===== src/rtl/otter_li_encoder_pkg.sv =====
// Shared definitions for the load-immediate encoder and the immediate packer.
// Holds the opcode/funct3/NOP constants, the IMM_GEN_SEL_* encodings shared with
// the core's immediate generator, FSM state type and the request plan helper.
// Configuration macro: OTTER_LI_COMPRESS_EN (defined = drop redundant LUI/ADDI).
package otter_li_encoder_pkg;

    localparam int unsigned XLEN  = 32;
    localparam int unsigned REG_W = 5;
    localparam int unsigned HI_W  = 20;
    localparam int unsigned LO_W  = 12;

    localparam logic [6:0] OPCODE_LUI    = 7'b0110111;
    localparam logic [6:0] OPCODE_OP_IMM = 7'b0010011;
    localparam logic [2:0] FUNCT3_ADDI   = 3'b000;
    localparam logic [XLEN-1:0] NOP      = 32'h0000_0013;

    localparam logic [2:0] IMM_GEN_SEL_I = 3'd0;
    localparam logic [2:0] IMM_GEN_SEL_S = 3'd1;
    localparam logic [2:0] IMM_GEN_SEL_B = 3'd2;
    localparam logic [2:0] IMM_GEN_SEL_U = 3'd3;
    localparam logic [2:0] IMM_GEN_SEL_J = 3'd4;

    typedef enum logic [1:0] {
        IDLE      = 2'd0,
        EMIT_LUI  = 2'd1,
        EMIT_ADDI = 2'd2
    } li_state_e;

    // Everything latched on accept that the emit states need.
    typedef struct packed {
        li_state_e        first_state;
        logic [REG_W-1:0] rd;
        logic [HI_W-1:0]  hi;
        logic [LO_W-1:0]  lo;
        logic             addi_follows;
        logic             rs1_is_rd;
    } li_plan_t;

    // Split the constant and choose the instruction sequence.
    function automatic li_plan_t li_make_plan(input logic [REG_W-1:0] rd,
                                              input logic [XLEN-1:0]  value);
        li_plan_t p;
        // (value + 0x800)[31:12]: the low bits only contribute a carry via bit 11.
        p.hi           = value[31:12] + HI_W'(value[11]);
        p.lo           = value[11:0];
        p.rd           = rd;
        p.first_state  = EMIT_LUI;
        p.addi_follows = 1'b1;
        p.rs1_is_rd    = 1'b1;
        if (rd == '0) begin
            // ADDI x0,x0,0 is the canonical NOP.
            p.hi           = '0;
            p.lo           = '0;
            p.first_state  = EMIT_ADDI;
            p.addi_follows = 1'b0;
            p.rs1_is_rd    = 1'b0;
        end
`ifdef OTTER_LI_COMPRESS_EN
        else if (p.hi == '0) begin
            p.first_state  = EMIT_ADDI;
            p.addi_follows = 1'b0;
            p.rs1_is_rd    = 1'b0;
        end else if (p.lo == '0) begin
            p.addi_follows = 1'b0;
        end
`endif
        return p;
    endfunction

endpackage


===== src/rtl/otter_imm_pack.sv =====
// Combinational inverse of the immediate generator: inserts the immediate
// bitfields selected by sel_i into base_i (base immediate fields expected zero).
// Ports: imm_i (32-bit immediate), sel_i (IMM_GEN_SEL_*), base_i (instruction
// without immediate), instr_o (instruction with immediate inserted).
module otter_imm_pack
    import otter_li_encoder_pkg::*;
(
    input  logic [XLEN-1:0] imm_i,
    input  logic [2:0]      sel_i,
    input  logic [XLEN-1:0] base_i,
    output logic [XLEN-1:0] instr_o
);

    always_comb begin
        instr_o = base_i;
        case (sel_i)
            IMM_GEN_SEL_I: instr_o[31:20] = imm_i[11:0];
            IMM_GEN_SEL_S: begin
                instr_o[31:25] = imm_i[11:5];
                instr_o[11:7]  = imm_i[4:0];
            end
            IMM_GEN_SEL_B: begin
                instr_o[31]    = imm_i[12];
                instr_o[30:25] = imm_i[10:5];
                instr_o[11:8]  = imm_i[4:1];
                instr_o[7]     = imm_i[11];
            end
            IMM_GEN_SEL_U: instr_o[31:12] = imm_i[31:12];
            IMM_GEN_SEL_J: begin
                instr_o[31]    = imm_i[20];
                instr_o[30:21] = imm_i[10:1];
                instr_o[20]    = imm_i[11];
                instr_o[19:12] = imm_i[19:12];
            end
            default: instr_o = base_i;
        endcase
    end

endmodule


===== src/rtl/otter_li_encoder.sv =====
// Load-immediate encoder: turns (rd, 32-bit constant) into the LUI/ADDI sequence
// that materialises the constant in rd, for injection ahead of the fetch mux.
// Ports: i_clk/i_rst (sync active-high reset); request side i_req_valid,
// o_req_ready, i_req_rd, i_req_value; instruction side o_ins_valid, i_ins_ready,
// o_ins_instrn, o_ins_last (all instruction outputs registered).
// Configuration macro: OTTER_LI_COMPRESS_EN (handled in li_make_plan).
module otter_li_encoder
    import otter_li_encoder_pkg::*;
(
    input  logic             i_clk,
    input  logic             i_rst,
    input  logic             i_req_valid,
    output logic             o_req_ready,
    input  logic [REG_W-1:0] i_req_rd,
    input  logic [XLEN-1:0]  i_req_value,
    output logic             o_ins_valid,
    input  logic             i_ins_ready,
    output logic [XLEN-1:0]  o_ins_instrn,
    output logic             o_ins_last
);

    li_state_e       state_q, state_d;
    li_plan_t        plan_q, plan_d;
    logic            ins_valid_q, ins_valid_d;
    logic [XLEN-1:0] instrn_q, instrn_d;
    logic            last_q, last_d;
    logic [XLEN-1:0] lui_instr, addi_instr;
    logic [REG_W-1:0] rs1_d;
    logic            accept;

    // Ready only in IDLE and never while reset is asserted.
    assign o_req_ready = (state_q == IDLE) && !i_rst;
    assign accept      = i_req_valid && o_req_ready;

    // Next-state and plan latch.
    always_comb begin
        state_d = state_q;
        plan_d  = plan_q;
        case (state_q)
            IDLE: begin
                if (accept) begin
                    plan_d  = li_make_plan(i_req_rd, i_req_value);
                    state_d = plan_d.first_state;
                end
            end
            EMIT_LUI: begin
                if (i_ins_ready) state_d = plan_q.addi_follows ? EMIT_ADDI : IDLE;
            end
            EMIT_ADDI: begin
                if (i_ins_ready) state_d = IDLE;
            end
            default: state_d = IDLE;
        endcase
    end

    assign rs1_d = plan_d.rs1_is_rd ? plan_d.rd : '0;

    otter_imm_pack u_pack_lui (
        .imm_i   ({plan_d.hi, 12'b0}),
        .sel_i   (IMM_GEN_SEL_U),
        .base_i  ({20'b0, plan_d.rd, OPCODE_LUI}),
        .instr_o (lui_instr)
    );

    otter_imm_pack u_pack_addi (
        .imm_i   ({{(XLEN-LO_W){plan_d.lo[LO_W-1]}}, plan_d.lo}),
        .sel_i   (IMM_GEN_SEL_I),
        .base_i  ({12'b0, rs1_d, FUNCT3_ADDI, plan_d.rd, OPCODE_OP_IMM}),
        .instr_o (addi_instr)
    );

    // Outputs are a function of the next state, so they register alongside it
    // and stay constant while the current instruction is stalled.
    always_comb begin
        ins_valid_d = 1'b0;
        instrn_d    = '0;
        last_d      = 1'b0;
        case (state_d)
            EMIT_LUI: begin
                ins_valid_d = 1'b1;
                instrn_d    = lui_instr;
                last_d      = !plan_d.addi_follows;
            end
            EMIT_ADDI: begin
                ins_valid_d = 1'b1;
                instrn_d    = (plan_d.rd == '0) ? NOP : addi_instr;
                last_d      = 1'b1;
            end
            default: ;
        endcase
    end

    always_ff @(posedge i_clk) begin
        if (i_rst) begin
            state_q     <= IDLE;
            plan_q      <= '0;
            ins_valid_q <= 1'b0;
            instrn_q    <= '0;
            last_q      <= 1'b0;
        end else begin
            state_q     <= state_d;
            plan_q      <= plan_d;
            ins_valid_q <= ins_valid_d;
            instrn_q    <= instrn_d;
            last_q      <= last_d;
        end
    end

    assign o_ins_valid  = ins_valid_q;
    assign o_ins_instrn = instrn_q;
    assign o_ins_last   = last_q;

endmodule


===== config.mk =====
export PLATFORM = sky130hd
export DESIGN_NAME = otter_li_encoder
export DESIGN_NICKNAME = d
export VERILOG_FILES = /design/src/rtl/otter_li_encoder_pkg.sv /design/src/rtl/otter_imm_pack.sv /design/src/rtl/otter_li_encoder.sv
export SDC_FILE = /design/constraint.sdc
export NUM_CORES = 1
export LEC_CHECK = 0
export ABC_AREA = 1
export BUFFER_PORTS_ARGS = -buffer_cell sky130_fd_sc_hd__buf_2
export CAP_MARGIN = 25
export CORE_MARGIN = 2
export CORE_UTILIZATION = 57
export DETAILED_ROUTE_END_ITERATION = 10
export GPL_ROUTABILITY_DRIVEN = 0
export MAX_ROUTING_LAYER = met4
export PLACE_DENSITY = 0.84
export SYNTH_ARGS = -nofsm -noshare
export SYNTH_HDL_FRONTEND = slang
export SYNTH_SLANG_ARGS = --single-unit

===== constraint.sdc =====
create_clock -name i_clk -period 4.38 [get_ports i_clk]
set_input_delay 0.438 -clock i_clk [delete_from_list [all_inputs] [get_ports i_clk]]
set_output_delay 0.438 -clock i_clk [all_outputs]
set_load 0.01 [all_outputs]

== Word-level counts from Yosys, hierarchy flattened ==
Index checks and enable logic that the tools add are counted.

* Register bits after elaboration: 75
* Input port bits: 41
* Output and inout port bits: 35
* Logic and storage cells: 36

* $add $sub $neg: 1
* Equal/unequal tests: 4
* Multiplexer cells: 14
* Reductions and logical operators: 8

{| class="wikitable"
|+ Operators with widths
! cell !! count
|-
| 2-to-1 mux 39 bit || 2
|-
| one-hot mux 32 bit (2 select lines) || 1
|-
| 2-to-1 mux 34 bit || 1
|-
| 2-to-1 mux 32 bit || 1
|-
| adder 20 x 1 -> 20 bit || 1
|-
| zero test 5 bit || 2
|-
| 2-to-1 mux 2 bit || 5
|-
| one-hot mux 2 bit (3 select lines) || 1
|-
| 2-to-1 mux 5 bit || 1
|-
| equality test 2 x 1 -> 1 bit, second input constant || 2
|-
| equality test 2 bit, second input constant || 2
|-
| logical AND 1 bit || 2
|-
| zero test 1 bit || 2
|-
| zero test 2 bit || 1
|-
| one-hot mux 1 bit (2 select lines) || 1
|-
| OR reduction 2 bit || 1
|-
| 2-to-1 mux 1 bit || 1
|}

== Depth between registers and ports, before layout ==
Gate-level depths: netlist (run 1).

* Word-level depth: 8
* Gate-level depth with buffers: 15
* Mapped depth without buffers: 13

== By module ==
From an unflattened synthesis (run 1), not the netlist that was laid out.

* Cells, all modules: 841
* Area, all modules: 5158.7 µm²

{| class="wikitable"
|+ Modules (own cells, without submodules)
! module !! instances !! cells an instance !! area each (µm²) !! seq. area each (µm²)
|-
| otter_li_encoder || 1 || 559 || 3707.3 || 1501.4
|-
| otter_imm_pack || 2 || 141 || 725.7 || 0.0
|}

== Least setup slack after synthesis (run 1) ==
OpenSTA, ideal clock, no wires.

* Path kind: input port to flip-flop
* From: input port i_req_rd[4]
* To: register instrn_q[22], in the netlist o_ins_instrn[22]
* Library setup time: 0.059 ns
* Data arrival time: 2.384 ns
* Path slack: 1.937 ns
* Stages on the path: 14
* Buffers on the path: 2
* Cell sequence: nor2_1 -> nand2_1 -> nor2_1 -> nand2_1 -> o211ai_1 -> o21ai_0 -> inv_1 -> ha_1 -> nor2_1 -> and2_1 -> clkbuf_1 -> clkbuf_1 -> nand3_1 -> nand2_1

* Cells in the longest elaborated chain, start to end: 6
* Elaborated cells between the ends (all ways): 12
* Classes of those cells: 2 x eq/ne; 8 x mux; 2 x reduce/logical

{| class="wikitable"
|+ RTL lines
! what !! RTL line !! RTL
|-
| start: declaration || otter_li_encoder.sv:14 || <nowiki>input logic [REG_W-1:0] i_req_rd,</nowiki>
|-
| zero test 5 bit (*) || otter_li_encoder_pkg.sv:50 || <nowiki>if (rd == '0) begin</nowiki>
|-
| 2-to-1 mux 2 bit (*) || otter_li_encoder_pkg.sv:50 ||
|-
| 2-to-1 mux 2 bit (*) || otter_li_encoder.sv:41 || <nowiki>if (accept) begin</nowiki>
|-
| one-hot mux 2 bit (3 select lines) (*) || otter_li_encoder.sv:39 || <nowiki>case (state_q)</nowiki>
|-
| named net state_d[1] || otter_li_encoder.sv:22 || <nowiki>li_state_e state_q, state_d;</nowiki>
|-
| equality test 2 bit / equality test 2 x 1 -> 1 bit (equally long branches) || otter_li_encoder.sv:78 || <nowiki>case (state_d)</nowiki>
|-
| one-hot mux 32 bit (2 select lines) (*) || otter_li_encoder.sv:78 ||
|-
| end signal: assignment || otter_li_encoder.sv:104 || <nowiki>instrn_q <= instrn_d;</nowiki>
|-
| end: declaration || otter_li_encoder.sv:25 || <nowiki>logic [XLEN-1:0] instrn_q, instrn_d;</nowiki>
|}

Mark *: on every way through the listed nets, which the timed path passes. The rest lies on a longest branch.
A chain may end at the register's enable or synchronous reset.

== Worst setup path after layout (run 1) ==
* From: register state_q[0]
* To: register instrn_q[18], in the netlist o_ins_instrn[18]

* Elaborated cells between the ends (all ways): 17
* Classes of those cells: 4 x eq/ne; 9 x mux; 4 x reduce/logical

{| class="wikitable"
|+ RTL lines
! what !! RTL line !! RTL
|-
| start: declaration || otter_li_encoder.sv:22 ||
|-
| start signal: assignment || otter_li_encoder.sv:101 || <nowiki>state_q <= state_d;</nowiki>
|-
| zero test 2 bit || otter_li_encoder.sv:32, otter_li_encoder.sv:39 ||
|-
| logical AND 1 bit || otter_li_encoder.sv:32 || <nowiki>assign o_req_ready = (state_q == IDLE) && !i_rst;</nowiki>
|-
| logical AND 1 bit || otter_li_encoder.sv:33 || <nowiki>assign accept = i_req_valid && o_req_ready;</nowiki>
|-
| 2-to-1 mux 2 bit || otter_li_encoder.sv:41 ||
|-
| one-hot mux 2 bit (3 select lines) (*) || otter_li_encoder.sv:39 ||
|-
| named net state_d[1] || otter_li_encoder.sv:22 ||
|-
| equality test 2 bit / equality test 2 x 1 -> 1 bit (equally long branches) || otter_li_encoder.sv:78 ||
|-
| one-hot mux 32 bit (2 select lines) (*) || otter_li_encoder.sv:78 ||
|}

Marked as above.

==> metrics.log, run 1 <==
INFO  metric max_slew.worst_pin.slew = ~0.56 ns
INFO  metric floorplan.die_area = about 0.0060 sq mm
INFO  metric peak_supply_drop = about 0.00017 V
INFO  metric cts_tree = yes
INFO  metric die_w = approximately 78 microns
INFO  metric timing.final.crit_share = between 60 and 70%
INFO  metric final_max_slew_viols = 0
INFO  metric timing.final.crit_period = between 3 and 4 ns
INFO  metric placed_cell_area = roughly 0.0034 sq mm
INFO  metric drc = 0
INFO  metric critical_path_data_arrival_time = around 3.3 ns
INFO  metric setup_slack = 1.323 ns
INFO  metric finalHoldViolCount = 0
INFO  metric setup.worst_path.start_class = flip-flop
INFO  metric diodes = 0
INFO  metric critPathKind = flip-flop to flip-flop
INFO  metric core.rowCount = 26
INFO  metric timing.critical_path.cells = nor2_4 -> nand3_2 -> inv_1 -> nand2_1 -> o211ai_1 -> o21ai_0 -> inv_1 -> ha_1 -> nor2_1 -> and2_1 -> nand2_1 -> o22ai_1
INFO  metric drt-vias-per-instance = roughly 5.2
INFO  metric clk_pin_slew = around 0.070 ns
INFO  metric die_y = approximately 78 microns
INFO  metric vias_in_the_first_global_route = 2666
INFO  metric dp_slack = around 1.4 ns
INFO  metric number_of_input_and_output_port_buffers_inserted = 73
INFO  metric drtAntennaViolNets = 0
INFO  metric setup-tns-final = 0 ns
INFO  metric power_density = roughly 370 mW/mm^2
INFO  metric layout.cells.most_common_list = nand2_1, buf_2, dfxtp_1, nor2_1, nand3_1
INFO  metric syn_area_per_cell = about 7 sq um
INFO  metric detailroute.via_count = 3007
INFO  metric postSynthCellCount = 440
INFO  metric tritoncts_num_sinks = 69
INFO  metric largest_net_degree_at_the_start_of_global_routing = 43
INFO  metric syn2layout_area_growth = 17.10%
INFO  metric fin_worst_skew = between 0.008 and 0.009 ns
INFO  metric cts-root-to-sink-buffers = 2
INFO  metric initial_utilization = between 50% and 60%
INFO  metric htree_levels = 3
INFO  metric groute.usage.overall = about a quarter
INFO  metric static-leakage-power = 1.866 nW
INFO  metric synth_warnings = 0
INFO  metric cts.root.buffer_cell = clkbuf_8
INFO  metric num-nets-final = 550
INFO  metric mostFrequentLayoutCell = nand2_1
INFO  metric worst_hold_path.num_cells = 3
INFO  metric wirelength = around 7.4 mm
INFO  metric post_cts_resize_count = 0
INFO  metric drive_above_1_share = 18.50%
INFO  metric crit_path_max_incr_delay = 0.50 ns
INFO  metric crit_path_max_delay_cell_type = and2_1
INFO  metric num_io_pins = between 70 and 80
INFO  metric synth_seq_cells = just under 70
INFO  metric grt_pass1_wl = ~12 mm
INFO  metric worst-path-max-fanout = 16
INFO  metric detailedRoute.firstIterationViolations = ~210
INFO  metric fmaxAchievable = about 330 MHz
INFO  metric grt_antenna_before_repair = 0
INFO  metric post-cts-setup-buffer-count = 0
INFO  metric yosys.cell_types.count = 32
INFO  metric timing.hold.worst.class = input port to flip-flop
INFO  metric cts_inserted_buffers = 9
INFO  metric max-slew-margin-rel = a little over three fifths
INFO  metric synth_area = roughly 0.0031 sq mm
INFO  metric regToRegSetupSlack = roughly 1.3 ns
INFO  metric sequential_cell_area_fraction_in_the_yosys_report = 44.64%
INFO  metric critical_path.endpoint_type = flip-flop
INFO  metric setup_violations = 0
INFO  metric timing.max_cap.violations = 0
INFO  metric drtPass1Iterations = 7
INFO  metric rsz_0062_raised_after_global_routing = no
INFO  metric clk_latency = ~0.34 ns
INFO  metric r2r_cells = 12
INFO  metric cts_hold_repair.buffers = 0
INFO  metric post_detailed_placement_half_perimeter_wirelength = 5.305 mm
INFO  metric placeable_core_area = around 0.0052 sq mm
INFO  metric finalInstanceArea = 0.003623 sq mm
INFO  metric finish.cell_count_without_fillers = 578
INFO  metric worst_ep_required_time = between 4 and 5 ns
INFO  metric dp_cells = roughly 560
INFO  metric status = completed
INFO  metric grt_overflow_total = 0
INFO  metric wire_per_inst = 12.89 microns
[synthesized netlist by cell type]
library cell / n / area [sq um]
clkbuf_1: 8 / 30.03
ha_1: 4 / 50.05
inv_2: 1 / 3.750
inv_1: 42 / 157.7
nor2_4: 1 / 11.26
nand4_1: 4 / 25.02
conb_1: 1 / 3.750
buf_4: 7 / 52.55
nand3_2: 1 / 10.01
a31oi_1: 1 / 6.260
o21ai_1: 2 / 10.01
dfxtp_1: 69 / 1381
nor2_8: 1 / 20.02
nor3_1: 1 / 5.000
o21ai_0: 8 / 40.04
nand3_1: 47 / 235.2
or2_2: 1 / 6.260
a22oi_1: 1 / 7.510
nand2_1: 136 / 510.5
o31ai_1: 1 / 7.510
o21bai_1: 6 / 45.04
a21boi_0: 1 / 7.510
a21oi_1: 27 / 135.1
nand2_2: 1 / 6.260
buf_6: 4 / 45.04
o22ai_1: 6 / 37.54
o211ai_1: 1 / 7.510
buf_2: 2 / 10.01
xor2_1: 2 / 17.52
buf_1: 1 / 3.750
and2_1: 4 / 25.02
nor2_1: 48 / 180.2
[registers in the layout (all words and copies together), names as in the netlist]
signal        count
o_ins_last        1
o_ins_instrn     27
state_q           2
plan_q           39
[area by class of cell]
class / count / area, sq um
inverters: 43 / 161.4
multi-input cells: 307 / 1414
well taps: 70 / 87.58
repair buffers: 75 / 380.4
clock inverters: 1 / 30.03
clock buffers: 13 / 168.9
flip-flops and latches: 69 / 1381
fillers: 444 / 1549
[power breakdown]
part | internal, W | switching, W
Sequential | 0.000650 | 0.00000751
Clock | 0.000304 | 0.000216
Combinational | 0.0000540 | 0.000106
Total | 0.00101 | 0.000330
[worst max-delay path, delay by kind of cell (launching register included)]
family	cells	cell delay, ns
DFF	1	0.38
AOI/OAI and AO/OA	3	0.49
adders and majority gates	1	0.24
and+or+nand+nor	6	1.47
buffers and inverters	2	0.39
[per-stage QoR]
| stage | utilization, % | hold slack, ns | total power, W |
|---|---|---|---|
| 5_1_grt | 70.05 | 0.3956 | 0.001383 |
| 4_1_cts | 70.05 | 0.3799 | 0.001341 |
| 3_5_place_dp | 66.21 | 0.4636 | 0.0008278 |
| 2_1_floorplan | - | 0.4464 | 0.0007819 |
| 3_3_place_gp | 66.21 | 0.4594 | 0.0008230 |
| 6_report | 70.05 | 0.3887 | 0.001337 |
[final timing paths]
check / start / to
worst min-delay path: i_req_value[2] / plan_q[4]
worst max-delay path: state_q[0] / o_ins_instrn[18]
worst max register to register: state_q[0] / o_ins_instrn[18]
worst min register to register: plan_q[32] / plan_q[32]
[metal layers]
metal  vias to the layer above  part of all wire [%]  global-route usage, %
met5                         -                     0                      -
met1                      1365                    47                  34.56
met4                         0                   1.7                  12.14
met2                       109                    46                  40.09
li1                       1523                     -                      -
met3                        10                   6.0                  3.953
[cells by family (layout without fill, tap and decap cells)]
group	Yosys count	count (layout)	share of synthesized area, %
flops	69	69	44.64
fa+ha+maj	4	4	1.618
compound gates	54	54	9.827
other cells	1	2	0.1212
xor+xnor	2	2	0.5662
buf+inv	65	132	9.785
simple gates	245	245	33.44
Power figures use the tool's default switching activity.
==> inputs of run 2 (changes only) <==
--- a/config.mk
+++ b/config.mk
@@ -9,11 +9,11 @@
 export BUFFER_PORTS_ARGS = -buffer_cell sky130_fd_sc_hd__buf_2
 export CAP_MARGIN = 25
 export CORE_MARGIN = 2
-export CORE_UTILIZATION = 57
+export CORE_UTILIZATION = 53
 export DETAILED_ROUTE_END_ITERATION = 10
 export GPL_ROUTABILITY_DRIVEN = 0
 export MAX_ROUTING_LAYER = met4
-export PLACE_DENSITY = 0.84
+export PLACE_DENSITY = 0.79
 export SYNTH_ARGS = -nofsm -noshare
 export SYNTH_HDL_FRONTEND = slang
 export SYNTH_SLANG_ARGS = --single-unit
==> constraint.sdc (replaced) <==
create_clock -name i_clk -period 3.1 [get_ports i_clk]
set_input_delay 0.31 -clock i_clk [delete_from_list [all_inputs] [get_ports i_clk]]
set_output_delay 0.31 -clock i_clk [all_outputs]
set_load 0.01 [all_outputs]
==> metrics.log, run 2 (synthesis results as in run 1) <==
INFO  metric status = completed
INFO  metric largest_register_ff_count = 39 (unchanged)
INFO  metric peak_supply_drop = 0.0002287 V (+34%)
INFO  metric mostFrequentLayoutCell = nand2_1
INFO  metric initial_utilization = 55.51% (-4.3 points)
INFO  metric drtAntennaViolNets = 0 (unchanged)
INFO  metric detailroute.via_count = 2969 (-1.3%)
INFO  metric drtPass1Iterations = 4 (-3)
INFO  metric htree_levels = 3 (unchanged)
INFO  metric p_comb_share = 12.7% (+0.7 points)
INFO  metric die_w = 80.41 microns (+3.5%)
INFO  metric drt-vias-per-instance = 5.084 (-2.3%)
INFO  metric drc = 0 (unchanged)
INFO  metric num_io_pins = 76 (unchanged)
INFO  metric timing.hold.worst.class = input port to flip-flop
INFO  metric placeable_core_area = 0.005574 sq mm (+7.8%)
INFO  metric worst-path-max-fanout = 16 (unchanged)
INFO  metric grt_overflow_total = 0 (unchanged)
INFO  metric drive_above_1_share = 19.14% (+0.64 points)
INFO  metric static-leakage-power = 1.867 nW (about the same)
INFO  metric post-cts-setup-buffer-count = 0 (unchanged)
INFO  metric final_max_slew_viols = 0 (unchanged)
INFO  metric post_detailed_placement_half_perimeter_wirelength = 5.348 mm (+0.80%)
INFO  metric vias_in_the_first_global_route = 2690 (+0.90%)
INFO  metric regToRegSetupSlack = 0.51 ns (-0.81 ns)
INFO  metric wirelength = 7.337 mm (-1.5%)
INFO  metric p_clk_share = 35.8% (-3.1 points)
INFO  metric finalInstanceArea = 0.003620 sq mm (-0.10%)
INFO  metric timing.critical_path.cells = nor2_4 -> nand3_2 -> inv_1 -> nand2_1 -> o211ai_1 -> o21ai_0 -> ha_1 -> inv_1 -> nor2_1 -> nand2_1 -> inv_1 -> nor2_1 -> nor2_1
INFO  metric setup.worst_path.start_class = flip-flop
INFO  metric critical_path.endpoint_type = flip-flop
INFO  metric largest_net_degree_at_the_start_of_global_routing = 43 (unchanged)
INFO  metric setup-tns-final = 0 ns (unchanged)
INFO  metric dp_cells = 568 (+0.71%)
INFO  metric grt_antenna_before_repair = 0 (unchanged)
INFO  metric placed_cell_area = 0.003442 sq mm (+0.51%)
INFO  metric cts-root-to-sink-buffers = 2 (unchanged)
INFO  metric timing.final.crit_share = 83.50% (+14 points)
INFO  metric top_register = plan_q
INFO  metric power_frac_seq = 51.5% (+2.3 points)
INFO  metric netSwitchingPower = 0.0004767 W (+45%)
INFO  metric seq_area = 0.001381 sq mm (unchanged)
INFO  metric critical_path_data_arrival_time = 2.81 ns (-0.51 ns)
INFO  metric timing.max_cap.violations = 0 (unchanged)
INFO  metric power_density = 497.9 mW/mm^2 (+35%)
INFO  metric setup_violations = 0 (unchanged)
INFO  metric fmaxAchievable = 386.3 MHz (+18%)
INFO  metric floorplan.die_area = 0.006465 sq mm (+7.1%)
INFO  metric cts_tree = yes
INFO  metric rsz_0062_raised_after_global_routing = no
INFO  metric cts_hold_repair.buffers = 0 (unchanged)
INFO  metric num-nets-final = 552 (+0.36%)
INFO  metric syn2layout_area_growth = 16.98%
INFO  metric finish.cell_count_without_fillers = 584 (+1.0%)
INFO  metric core.rowCount = 27 (+3.8%)
INFO  metric wire_per_inst = 12.56 microns (-2.5%)
INFO  metric final.fill_count = 491 (+11%)
INFO  metric cts.root.buffer_cell = clkbuf_8
INFO  metric diodes = 0 (unchanged)
INFO  metric timing.final.crit_period = 2.588 ns (-0.4690 ns)
INFO  metric clk_pin_slew = 0.07 ns (about the same)
INFO  metric netSwitchingFraction = 26.45% (+1.8 points)
INFO  metric finalHoldViolCount = 0 (unchanged)
INFO  metric p_int = 0.001326 W (+32%)
INFO  metric worst_ep_required_time = 3.32 ns (-1.32 ns)
INFO  metric post_cts_resize_count = 0 (unchanged)
INFO  metric grt_pass1_wl = 12.21 mm (+0.80%)
INFO  metric tritoncts_num_sinks = 69 (unchanged)
INFO  metric die_y = 80.41 microns (+3.5%)
INFO  metric multiInputGateArea = 0.001414 sq mm (unchanged)
INFO  metric crit_path_max_incr_delay = 0.37 ns (-0.13 ns)
INFO  metric number_of_input_and_output_port_buffers_inserted = 73 (unchanged)
INFO  metric groute.usage.overall = 25.30% (-1.0 points)
INFO  metric crit_path_max_delay_cell_type = dfxtp_1
INFO  metric cts_inserted_buffers = 9 (unchanged)
INFO  metric layout.cells.most_common_list = nand2_1, buf_2, dfxtp_1, nor2_1, nand3_1
INFO  metric fin_worst_skew = 0.003988 ns (-0.004742 ns)
INFO  metric clk_latency = 0.34 ns (about the same)
INFO  metric critPathKind = flip-flop to flip-flop
INFO  metric detailedRoute.firstIterationViolations = 175 (-18%)
run 2: changes by cell type in the layout (fill, tap and decap cells not counted), sizes merged:
cell and delta:
buf +2, bufinv -1, clkbuf -1, clkinv +3, clkinvlp +1
run 2: power by group through the flow:
stage	clock (W)	combinational [W]	sequential, W
final	0.000646	0.000228	0.000928
after floorplan	0	0.000156	0.000949
after global placement	0	0.000220	0.000947
after CTS	0.000653	0.000226	0.000928
after detailed placement	0	0.000224	0.000948
after global routing	0.000698	0.000257	0.000930
run 2: per-layer routing:
layer / part of all wire (%) / GRT usage [%] / up-vias / wire length (microns)
li1: - / - / 1526 / -
met1: 48 / 33.66 / 1340 / 3514
met2: 45 / 38.17 / 91 / 3278
met3: 6.3 / 5.618 / 12 / 461
met4: 1.1 / 8.644 / 0 / 83
met5: 0 / - / - / 0
run 2: cell type report:
cell class                      instances  area share, %
Clock inverter                          4         0.6222
Tap cell                               72          2.489
Timing Repair Buffer                   77          10.92
Sequential cell                        69          38.16
Clock buffer                           12          4.286
Inverter                               43          4.459
Multi-Input combinational cell        307          39.06
run 2: through the flow:
stage	worst slack, ns	hold WS, ns	utilization, %	total power, W
after floorplan	0.7852	0.4464	-	0.001105
final	0.5115	0.2617	64.94	0.001802
after detailed placement	0.3714	0.4652	61.75	0.001172
after global placement	0.5189	0.4594	61.75	0.001167
after global routing	0.2292	0.2809	64.94	0.001885
after CTS	0.5154	0.2584	64.94	0.001807
run 2: worst max-delay path: cells and delay by family (launching register included):
family	cells	cell delay, ns
AND/OR/NAND/NOR	7	1.00
buffers and inverters	3	0.58
flip-flops	1	0.37
AO/OA/AOI/OAI	2	0.29
adder cells (fa/ha/maj)	1	0.23
run 2: final timing paths:
path             startpoint              end  depth (start not counted)
max              state_q[0]  o_ins_instrn[9]                         13
min          i_req_value[6]        plan_q[8]                          3
max reg2reg      state_q[0]  o_ins_instrn[9]                         13
min reg2reg      plan_q[31]       plan_q[31]                          2
==> inputs of run 3 (changes only) <==
--- a/config.mk
+++ b/config.mk
@@ -5,15 +5,15 @@
 export SDC_FILE = /design/constraint.sdc
 export NUM_CORES = 1
 export LEC_CHECK = 0
-export ABC_AREA = 1
+export ABC_AREA = 0
 export BUFFER_PORTS_ARGS = -buffer_cell sky130_fd_sc_hd__buf_2
 export CAP_MARGIN = 25
 export CORE_MARGIN = 2
-export CORE_UTILIZATION = 53
+export CORE_UTILIZATION = 47
 export DETAILED_ROUTE_END_ITERATION = 10
 export GPL_ROUTABILITY_DRIVEN = 0
 export MAX_ROUTING_LAYER = met4
-export PLACE_DENSITY = 0.79
+export PLACE_DENSITY = 0.75
 export SYNTH_ARGS = -nofsm -noshare
 export SYNTH_HDL_FRONTEND = slang
 export SYNTH_SLANG_ARGS = --single-unit
==> constraint.sdc (replaced) <==
create_clock -name i_clk -period 2.2 [get_ports i_clk]
set_input_delay 0.22 -clock i_clk [delete_from_list [all_inputs] [get_ports i_clk]]
set_output_delay 0.22 -clock i_clk [all_outputs]
set_load 0.01 [all_outputs]
==> metrics.log, run 3 <==
INFO  metric number_of_enable_type_register_cells_in_the_synthesized_netlist = 0 (unchanged)
INFO  metric vias_in_the_first_global_route = 2402 (-11%)
INFO  metric netSwitchingFraction = 23.36% (-3.1 points)
INFO  metric p_comb_share = 11.6% (-1.1 points)
INFO  metric timing.final.crit_period = 2.379 ns (-0.2092 ns)
INFO  metric status = finished with violations
INFO  metric synth_area = 0.002835 sq mm (-8.4%)
INFO  metric max-slew-margin-rel = between 60% and 70%
INFO  metric synth_top_cells_by_area = dfxtp_1, a22oi_1, nor2_1
INFO  metric die_w = 81.67 microns (+1.6%)
INFO  metric floorplan.die_area = 0.006670 sq mm (+3.2%)
INFO  metric critPathKind = flip-flop to flip-flop
INFO  metric postSynthCellCount = 307 (-30%)
INFO  metric drt-vias-per-instance = 5.653 (+11%)
INFO  metric timing.max_cap.violations = 0 (unchanged)
INFO  metric drtAntennaViolNets = 0 (unchanged)
INFO  metric synthArstFlopShare = 0% (unchanged)
INFO  metric timing.final.crit_share = 108.1% (+25 points)
INFO  metric peak_supply_drop = 0.0004939 V (+120%)
INFO  metric setup_slack = -0.1793 ns (-0.6908 ns)
INFO  metric grt_pass1_wl = 11.36 mm (-7.0%)
INFO  metric htree_levels = 3 (unchanged)
INFO  metric diodes = 0 (unchanged)
INFO  metric flip_flop_cell_with_the_highest_count_after_synthesis = dfxtp_1
INFO  metric setup.worst_path.start_class = flip-flop
INFO  metric finish.cell_count_without_fillers = 476 (-18%)
INFO  metric final.fill_count = 499 (+1.6%)
INFO  metric detailedRoute.firstIterationViolations = 225 (+29%)
INFO  metric detailroute.via_count = 2691 (-9.4%)
INFO  metric cts.root.buffer_cell = clkbuf_8
INFO  metric hold_ws = 0.1306 ns (-0.1311 ns)
INFO  metric placed_cell_area = 0.003402 sq mm (-1.2%)
INFO  metric yosysTopAreaCell = dfxtp_1
INFO  metric timing.hold.worst.class = input port to flip-flop
INFO  metric max_slew.worst_pin.slew = around 0.50 ns
INFO  metric cts_inserted_buffers = 9 (unchanged)
INFO  metric synth_top_cells_by_count = dfxtp_1, nor2_1, a22oi_1
INFO  metric finalHoldViolCount = 0 (unchanged)
INFO  metric drive_above_1_share = 34.66% (+16 points)
INFO  metric setup_violations = 21 (+21)
INFO  metric finalInstanceArea = 0.003762 sq mm (+3.9%)
INFO  metric syn2layout_area_growth = 32.70%
INFO  metric clk_pin_slew = 0.08 ns (about the same)
INFO  metric syn_area_per_cell = 9.235 sq um (+31%)
INFO  metric synth_warnings = 0 (unchanged)
INFO  metric static-leakage-power = 1.604 nW (-14%)
INFO  metric p_int = 0.002338 W (+76%)
INFO  metric netSwitchingPower = 0.0007125 W (+49%)
INFO  metric power_frac_seq = 43.0% (-8.5 points)
INFO  metric grt_antenna_before_repair = 0 (unchanged)
INFO  metric tritoncts_num_sinks = 69 (unchanged)
INFO  metric power_density = 810.7 mW/mm^2 (+63%)
INFO  metric groute.usage.overall = 23.41% (-1.9 points)
INFO  metric clk_latency = 0.34 ns (about the same)
INFO  metric post_detailed_placement_half_perimeter_wirelength = 5.065 mm (-5.3%)
INFO  metric final_max_slew_viols = 0 (unchanged)
INFO  metric die_y = 81.67 microns (+1.6%)
INFO  metric num-nets-final = 441 (-20%)
INFO  metric layout.cells.most_common_list = buf_2, dfxtp_1, nor2_1, a22oi_1, buf_4
INFO  metric yosysTopAreaCellShare = 48.72% (+4.1 points)
INFO  metric wirelength = 7.545 mm (+2.8%)
INFO  metric core.rowCount = 28 (+3.7%)
INFO  metric cell_with_the_most_instances_after_synthesis = dfxtp_1
INFO  metric top_register = plan_q
INFO  metric largest_net_degree_at_the_start_of_global_routing = 45 (+4.7%)
INFO  metric rsz_0062_raised_after_global_routing = yes
INFO  metric fin_worst_skew = 0.008825 ns (+0.004837 ns)
INFO  metric fmaxAchievable = 420.3 MHz (+8.8%)
INFO  metric setup-tns-final = -2.086 ns (-2.086 ns)
INFO  metric synth_seq_cells = 69 (unchanged)
INFO  metric sequential_cell_area_fraction_in_the_yosys_report = 48.72% (+4.1 points)
INFO  metric critical_path.endpoint_type = flip-flop
INFO  metric mostFrequentLayoutCell = buf_2
INFO  metric critical_path_data_arrival_time = 2.65 ns (-0.16 ns)
INFO  metric worst_ep_required_time = 2.47 ns (-0.85 ns)
INFO  metric wire_per_inst = 15.85 microns (+26%)
INFO  metric cts_tree = yes
INFO  metric failed_checks = setup timing
INFO  metric num_io_pins = 76 (unchanged)
INFO  metric design_power_total = 0.003050 W (+69%)
INFO  metric drc = 0 (unchanged)
INFO  metric largest_register_ff_count = 39 (unchanged)
INFO  metric placeable_core_area = 0.005886 sq mm (+5.6%)
INFO  metric initial_utilization = 48.17% (-7.3 points)
INFO  metric p_clk_share = 45.4% (+9.6 points)
INFO  metric dp_cells = 458 (-19%)
INFO  metric grt_overflow_total = 0 (unchanged)
INFO  metric worst-path-max-fanout = 5 (-11)
INFO  metric cts-root-to-sink-buffers = 2 (unchanged)
INFO  metric number_of_input_and_output_port_buffers_inserted = 73 (unchanged)
INFO  metric yosys.cell_types.count = 39 (+22%)
INFO  metric drtPass1Iterations = 4 (unchanged)
run 3: metal layers:
| layer | up-vias | track usage, % | wire length [microns] |
|---|---|---|---|
| met1 | 1296 | 32.07 | 3478 |
| met2 | 104 | 33.69 | 3418 |
| li1 | 1275 | - | - |
| met3 | 16 | 5.604 | 506 |
| met5 | - | - | 0 |
| met4 | 0 | 8.667 | 141 |
run 3: power by group through the flow:
stage | logic, W | clock network [W] | registers [W]
after detailed placement | 0.000334 | 0 | 0.00134
final | 0.000354 | 0.00138 | 0.00131
after global routing | 0.000386 | 0.00147 | 0.00132
after floorplan | 0.000204 | 0 | 0.00134
after global placement | 0.000328 | 0 | 0.00134
after CTS | 0.000345 | 0.00140 | 0.00131
run 3: final cells by class:
class                           count  area [sq um]  share of cell area, %
Clock buffer                       10         137.6                  3.658
Tap cell                           75         93.84                  2.494
Sequential cell                    69          1383                  36.75
Multi-Input combinational cell    212          1428                  37.94
Timing Repair Buffer              100         571.8                  15.20
Clock inverter                      6         133.9                  3.558
Inverter                            4         15.01                 0.3991
run 3: worst paths after layout:
check                 startpoint  slack (ns)  depth (start not counted)                to
setup / recovery      state_q[1]       -0.18                         10  o_ins_instrn[16]
hold / removal    i_req_value[2]        0.13                          3         plan_q[4]
setup reg to reg      state_q[1]       -0.18                         10  o_ins_instrn[16]
hold reg to reg       plan_q[14]        0.49                          2        plan_q[14]
run 3: critical path, stage by stage, from the launching register on:
cell,delay [ns]
dfxtp_1,0.32
or4b_4,0.54
nor3_4,0.17
a31oi_1,0.06
o22a_1,0.23
inv_2,0.07
ha_4,0.19
nor2_4,0.09
nand2_2,0.07
or3_4,0.42
o22ai_1,0.16
run 3: stage by stage:
step	utilization [%]	setup WS, ns
2_1_floorplan	-	-0.3172
3_3_place_gp	57.80	-0.2117
3_5_place_dp	57.80	-0.2705
4_1_cts	63.05	-0.2269
5_1_grt	63.92	-0.2741
6_report	63.92	-0.1793
run 3: timing repair:
| item | CTS | global route |
|---|---|---|
| setup buffers | 1 | 1 |
| pin swaps | 6 | 3 |
| setup endpoints to repair | 26 | 26 |
| hold buffers | 0 | 0 |
| endpoints found under the hold margin | 0 | 0 |
| resized for setup | 7 | 7 |
run 3: cell families after synthesis:
| group | Yosys count | synth area share (%) |
|---|---|---|
| compound gates | 74 | 18.58 |
| buf+inv | 27 | 4.942 |
| fa+ha+maj | 4 | 1.765 |
| flops | 69 | 48.72 |
| xor+xnor | 17 | 5.251 |
| mux | 5 | 1.765 |
| other cells | 1 | 0.1323 |
| simple gates | 110 | 18.84 |
